===== config.mk =====
export PLATFORM = sky130hd
export DESIGN_NAME = x_uart_tx_arb
export DESIGN_NICKNAME = d
export VERILOG_FILES = /design/src/rtl/x_uart_tx_arb.sv
export SDC_FILE = /design/constraint.sdc
export NUM_CORES = 1
export LEC_CHECK = 0
export BUFFER_PORTS_ARGS = -buffer_cell sky130_fd_sc_hd__buf_2
export CAP_MARGIN = 0
export CORE_MARGIN = 5
export CORE_UTILIZATION = 47
export CTS_CLUSTER_DIAMETER = 100
export DETAILED_ROUTE_END_ITERATION = 8
export HOLD_SLACK_MARGIN = 0.05
export PLACE_DENSITY_LB_ADDON = 0.25
export REMOVE_ABC_BUFFERS = 1
export SETUP_SLACK_MARGIN = 0.02
export SYNTH_ARGS = -nofsm -noshare
export SYNTH_HDL_FRONTEND = slang
export SYNTH_SLANG_ARGS = --single-unit

===== constraint.sdc =====
create_clock -name i_clk -period 3.85 [get_ports i_clk]
set_clock_uncertainty 0.1 [all_clocks]
set_input_delay 0.385 -clock i_clk [delete_from_list [all_inputs] [get_ports i_clk]]
set_output_delay 0.385 -clock i_clk [all_outputs]
set_load 0.005 [all_outputs]

===== src/rtl/x_uart_tx_arb.sv =====
// Round-robin arbiter sharing one UART byte transmitter among p_num packet producers.
// Optional grant header byte (8'hA0 | index) before each grant: define X_UART_TX_ARB_TAG_EN.
module x_uart_tx_arb #(
    parameter int p_num       = 4,
    parameter int p_gap       = 0,
    parameter int p_max_burst = 16
) (
    input  logic               i_clk,
    input  logic               i_rst,
    input  logic [p_num-1:0]   i_req_valid,
    input  logic [8*p_num-1:0] i_req_data,
    input  logic [p_num-1:0]   i_req_last,
    output logic [p_num-1:0]   o_req_ready,
    output logic [p_num-1:0]   o_grant,
    output logic               o_tx_valid,
    output logic [7:0]         o_tx_data,
    input  logic               i_tx_ready,
    output logic               o_busy
);

    localparam int IW = (p_num > 1) ? $clog2(p_num) : 1;
    localparam int BW = (p_max_burst > 0) ? $clog2(p_max_burst + 1) : 1;
    localparam logic [7:0]   GAP_LAST  = (p_gap > 0) ? 8'(p_gap - 1) : 8'd0;
    localparam logic [BW:0]  BURST_MAX = (BW+1)'(p_max_burst);
    localparam logic [BW:0]  BURST_ONE = (BW+1)'(1);
    localparam logic [p_num-1:0] ONE_HOT0 = p_num'(1);

`ifdef X_UART_TX_ARB_TAG_EN
    typedef enum logic [1:0] {S_IDLE = 2'd0, S_GRANT = 2'd1, S_GAP = 2'd2, S_TAG = 2'd3} state_t;
`else
    typedef enum logic [1:0] {S_IDLE = 2'd0, S_GRANT = 2'd1, S_GAP = 2'd2} state_t;
`endif

    state_t            state_q, state_d;
    logic [IW-1:0]     ptr_q, ptr_d;
    logic [IW-1:0]     gidx_q, gidx_d;
    logic [p_num-1:0]  grant_q, grant_d;
    logic [BW-1:0]     burst_q, burst_d;
    logic [7:0]        gap_q, gap_d;
    logic              rel_q, rel_d;

    logic [IW:0]       pick;
    logic [BW:0]       burst_inc;
    logic [7:0]        sel_data;
    logic              hs;
    logic              rel_now;

    // Nearest set bit after ptr wins; scanning far-to-near lets the nearest overwrite.
    function automatic logic [IW:0] rr_pick(input logic [p_num-1:0] req, input logic [IW-1:0] ptr);
        logic [IW:0] res;
        int          idx;
        res = '0;
        for (int i = p_num; i >= 1; i--) begin
            idx = int'(ptr) + i;
            if (idx >= p_num) idx = idx - p_num;
            if (req[idx]) res = {1'b1, IW'(idx)};
        end
        return res;
    endfunction

    assign pick      = rr_pick(i_req_valid, ptr_q);
    assign burst_inc = {1'b0, burst_q} + BURST_ONE;
    assign sel_data  = i_req_data[8*int'(gidx_q) +: 8];
    assign o_grant   = grant_q;
    assign o_busy    = (state_q != S_IDLE);

    always_ff @(posedge i_clk or negedge i_rst) begin
        if (!i_rst) begin
            state_q <= S_IDLE;
            ptr_q   <= IW'(p_num - 1);
            gidx_q  <= '0;
            grant_q <= '0;
            burst_q <= '0;
            gap_q   <= '0;
            rel_q   <= 1'b0;
        end else begin
            state_q <= state_d;
            ptr_q   <= ptr_d;
            gidx_q  <= gidx_d;
            grant_q <= grant_d;
            burst_q <= burst_d;
            gap_q   <= gap_d;
            rel_q   <= rel_d;
        end
    end

    always_comb begin
        state_d     = state_q;
        ptr_d       = ptr_q;
        gidx_d      = gidx_q;
        grant_d     = grant_q;
        burst_d     = burst_q;
        gap_d       = gap_q;
        rel_d       = rel_q;
        o_tx_valid  = 1'b0;
        o_tx_data   = 8'h00;
        o_req_ready = '0;
        hs          = 1'b0;
        rel_now     = 1'b0;

        case (state_q)
            S_IDLE: begin
                if (pick[IW]) begin
                    gidx_d  = pick[IW-1:0];
                    grant_d = ONE_HOT0 << pick[IW-1:0];
                    burst_d = '0;
                    rel_d   = 1'b0;
`ifdef X_UART_TX_ARB_TAG_EN
                    state_d = S_TAG;
`else
                    state_d = S_GRANT;
`endif
                end
            end

            S_GRANT: begin
                o_tx_valid  = i_req_valid[gidx_q];
                o_tx_data   = sel_data;
                o_req_ready = grant_q & {p_num{i_tx_ready}};
                hs          = i_req_valid[gidx_q] & i_tx_ready;
                if (hs) begin
                    rel_now = i_req_last[gidx_q] || ((p_max_burst != 0) && (burst_inc == BURST_MAX));
                    gap_d   = 8'd0;
                    rel_d   = rel_now;
                    if (rel_now) begin
                        ptr_d   = gidx_q;
                        burst_d = '0;
                        if (p_gap > 0) begin
                            state_d = S_GAP;
                        end else begin
                            state_d = S_IDLE;
                            grant_d = '0;
                        end
                    end else begin
                        burst_d = burst_inc[BW-1:0];
                        if (p_gap > 0) state_d = S_GAP;
                    end
                end
            end

            S_GAP: begin
                if (gap_q == GAP_LAST) begin
                    if (rel_q) begin
                        state_d = S_IDLE;
                        grant_d = '0;
                    end else begin
                        state_d = S_GRANT;
                    end
                end else begin
                    gap_d = gap_q + 8'd1;
                end
            end

`ifdef X_UART_TX_ARB_TAG_EN
            // Header byte is not a requester byte: no ready, no burst count, no gap after it.
            S_TAG: begin
                o_tx_valid = 1'b1;
                o_tx_data  = 8'hA0 | {4'h0, 4'(gidx_q)};
                if (i_tx_ready) state_d = S_GRANT;
            end
`endif

            default: begin
                state_d = S_IDLE;
                grant_d = '0;
            end
        endcase
    end

endmodule

==> impl_metrics.json <==
{
  "status": "complete, no violations",
  "ctsLongestPathBuffers": 2,
  "cp_num_buf_inv": 0,
  "p_int_uw": 536,
  "crit_family": "flip-flops",
  "cts_tree": "yes",
  "most-common-layout-cells": "60 x buf_2, 12 x dfrtp_1, 11 x nand2_1",
  "synthArstFlopShare_pct": 100,
  "grt_pass1_wl_mm": 4.84,
  "p_clk_share_pct": 12.3,
  "num_vias": 1102,
  "core_um2": 2230,
  "worst_slew_pin_slew_ns": 0.677,
  "gr-total-overflow": 0,
  "portBuffers": 60,
  "cts_buffers": 3,
  "grt_pass1_vias": 1089,
  "post-route-period-util_pct": 63.0,
  "die_height_um": 58.5,
  "crit_slowest_cell": "dfrtp_1",
  "grt_usage_pct": 18.5,
  "final_hold_viol_count": 0,
  "place_congestion": 0.824,
  "rsz0062_at_grt": "no",
  "r2r_start": "gidx_q[0]",
  "p_per_area_nw_per_um2": 602,
  "r2r_slack_ns": 1.42,
  "ctsRootBufferMaster": "clkbuf_4",
  "vias_per_cell": 5.68,
  "cp.required_ns": 3.97,
  "worstPathArrival_ns": 2.55,
  "synth_top_area_share_pct": 27.1,
  "fp.dieW_um": 58.5,
  "clock_sinks": 14,
  "fin_nets": 211,
  "clk_latency_ns": 0.29,
  "wire_per_inst_um": 15.7,
  "hp-class": "in -> reg",
  "ys_top_cells_by_area": "dfrtp_1 27%, mux4_2 18%, mux2i_1 5.4%",
  "peakVddDrop_mv": 0.354,
  "num_io_pins": 61,
  "drt_iter0_markers": 56,
  "layout_commonest_cell": "buf_2",
  "slowest_delay_ns": 0.79,
  "tns_ns": 0,
  "ys_warn_count": 0,
  "setup_viol_count_final": 0,
  "initial_utilization_pct": 49.6,
  "drv_slew": 0,
  "drt_pass1_iterations": 4,
  "antenna_left": 0,
  "drc_errors": 0,
  "row_count": 17,
  "crit_chain": "nand3_1, o22ai_1, nor2b_1, mux2_4",
  "final_util_pct": 65.0,
  "crit_cells": 4,
  "syn_inst": 107,
  "drive_above_1_share_pct": 47.6,
  "period_needed_ns": 2.43,
  "synth_edf_count": 0,
  "wl_mm": 3.05,
  "crit_path_start_kind": "flip-flop",
  "whs_ns": 0.352,
  "max_freq_mhz": 412,
  "r2r_cells": 4,
  "combPwrFrac_pct": 52.0,
  "slew_headroom_pct": 54.9,
  "endpoint_kind": "flip-flop",
  "diodes": 0,
  "p_sw_uw": 338,
  "synth_top_cell_by_area": "dfrtp_1",
  "timing.rr.end": "ptr_q[0]",
  "clk_pin_slew_ns": 0.09,
  "grt_max_degree": 21,
  "endpoint": "ptr_q[0]",
  "netSwitchingFraction_pct": 38.7,
  "syn_area_um2": 1110,
  "sequentialPowerShare_pct": 35.7,
  "yosys_register_bits": 14,
  "criticalPathCategory": "reg -> reg",
  "maxCapViolCount": 0,
  "synth_ff_type": "dfrtp_1",
  "cp_max_fo": 14,
  "antenna_found_initial": 0,
  "dieArea_um2": 3430,
  "ys_seq_area_share_pct": 31.9,
  "htreeDepth": 1,
  "netlist-cell-type-count": 33,
  "area_delta_synth_final_pct": 31.1,
  "postSynthAreaPerCell_um2": 10.3,
  "startpoint": "gidx_q[0]",
  "cts_setup_buffers": 0,
  "hpwl_mm": 2.45,
  "p_leak_nw": 0.744
}
[final cells by class]
class | instances | area (um2)
Sequential cell | 14 | 353
Fill cell | 186 | 782
Multi-Input combinational cell | 84 | 706
Inverter | 3 | 11.3
Timing Repair Buffer | 61 | 310
Clock buffer | 4 | 36.3
Tap cell | 28 | 35.0
[cell usage after synthesis (2+ instances only)]
cell type and count:
buf_4 2, nand3_1 2, clkbuf_1 3, o21ai_0 5, mux2_4 2, dfstp_2 2, nand2b_1 5, and3_1 5
a21o_1 3, inv_1 3, mux2i_1 6, and2_1 9, nand2_1 11, dfrtp_1 12, a21oi_1 4, nor2b_1 2
nor2_1 2, or2b_1 2, mux4_2 9, o22ai_1 5
[worst min-delay path: stages]
cell and delay, ns:
buf_2 0.14, nand2_1 0.06, o21ai_0 0.06, nand2_1 0.06
[kinds of logic after synthesis]
logic type | after synthesis | share of synthesized area, %
xor gates and xnor gates | 1 | 0.791
and+or+nand+nor | 44 | 22.5
adders and majority gates | 1 | 1.13
buffers and inverters | 9 | 4.41
DFF | 14 | 31.9
AOI/OAI and AO/OA | 21 | 12.9
muxes | 17 | 26.4
[how the worst min path moves through the flow]
stage | start | to | depth (start not counted) | slack [ns]
finish | i_tx_ready | state_q[0] | 4 | 0.35
detailed placement | i_rst | o_grant[1] | 1 | 0.20
floorplan | i_rst | burst_q[0] | 0 | -0.01
global placement | i_rst | o_grant[1] | 1 | 0.20
CTS | i_tx_ready | state_q[0] | 4 | 0.35
global route | i_tx_ready | state_q[0] | 4 | 0.39
[repair_timing]
| item | 4_1_cts | 5_1_grt |
|---|---|---|
| hold buffers | 1 | 0 |
| resized for setup | 0 | 0 |
| hold endpoints to repair | 12 | 0 |
[power groups by stage]
stage | sequential (mW) | combinational, mW | clock, mW
global placement | 0.310 | 0.444 | 0
global route | 0.332 | 0.499 | 0.117
detailed placement | 0.315 | 0.453 | 0
finish | 0.311 | 0.454 | 0.108
floorplan | 0.291 | 0.309 | 0
CTS | 0.311 | 0.457 | 0.110
[through the flow]
| stage | total power [mW] | setup WS [ns] | instance area (um2) | instances |
|---|---|---|---|---|
| 2_1_floorplan | 0.600 | 1.76 | 1070 | 101 |
| 3_3_place_gp | 0.754 | 1.57 | 1410 | 189 |
| 3_5_place_dp | 0.768 | 1.45 | 1410 | 189 |
| 4_1_cts | 0.878 | 1.41 | 1450 | 194 |
| 5_1_grt | 0.948 | 1.25 | 1450 | 194 |
| 6_report | 0.873 | 1.42 | 1450 | 194 |
[registers in the layout, summed over array words and instances, names as in the netlist]
| name | flops |
|---|---|
| o_grant | 4 |
| state_q | 1 |
| ptr_q | 2 |
| gidx_q | 2 |
| burst_q | 5 |
[layer usage]
layer	up-vias	global-route usage (%)	part of all wire, %
li1	519	-	-
met1	511	21.5	37
met2	67	30.3	46
met3	5	7.46	15
met4	0	7.28	1.4
met5	-	0	0
Power figures use the tool's default switching activity.
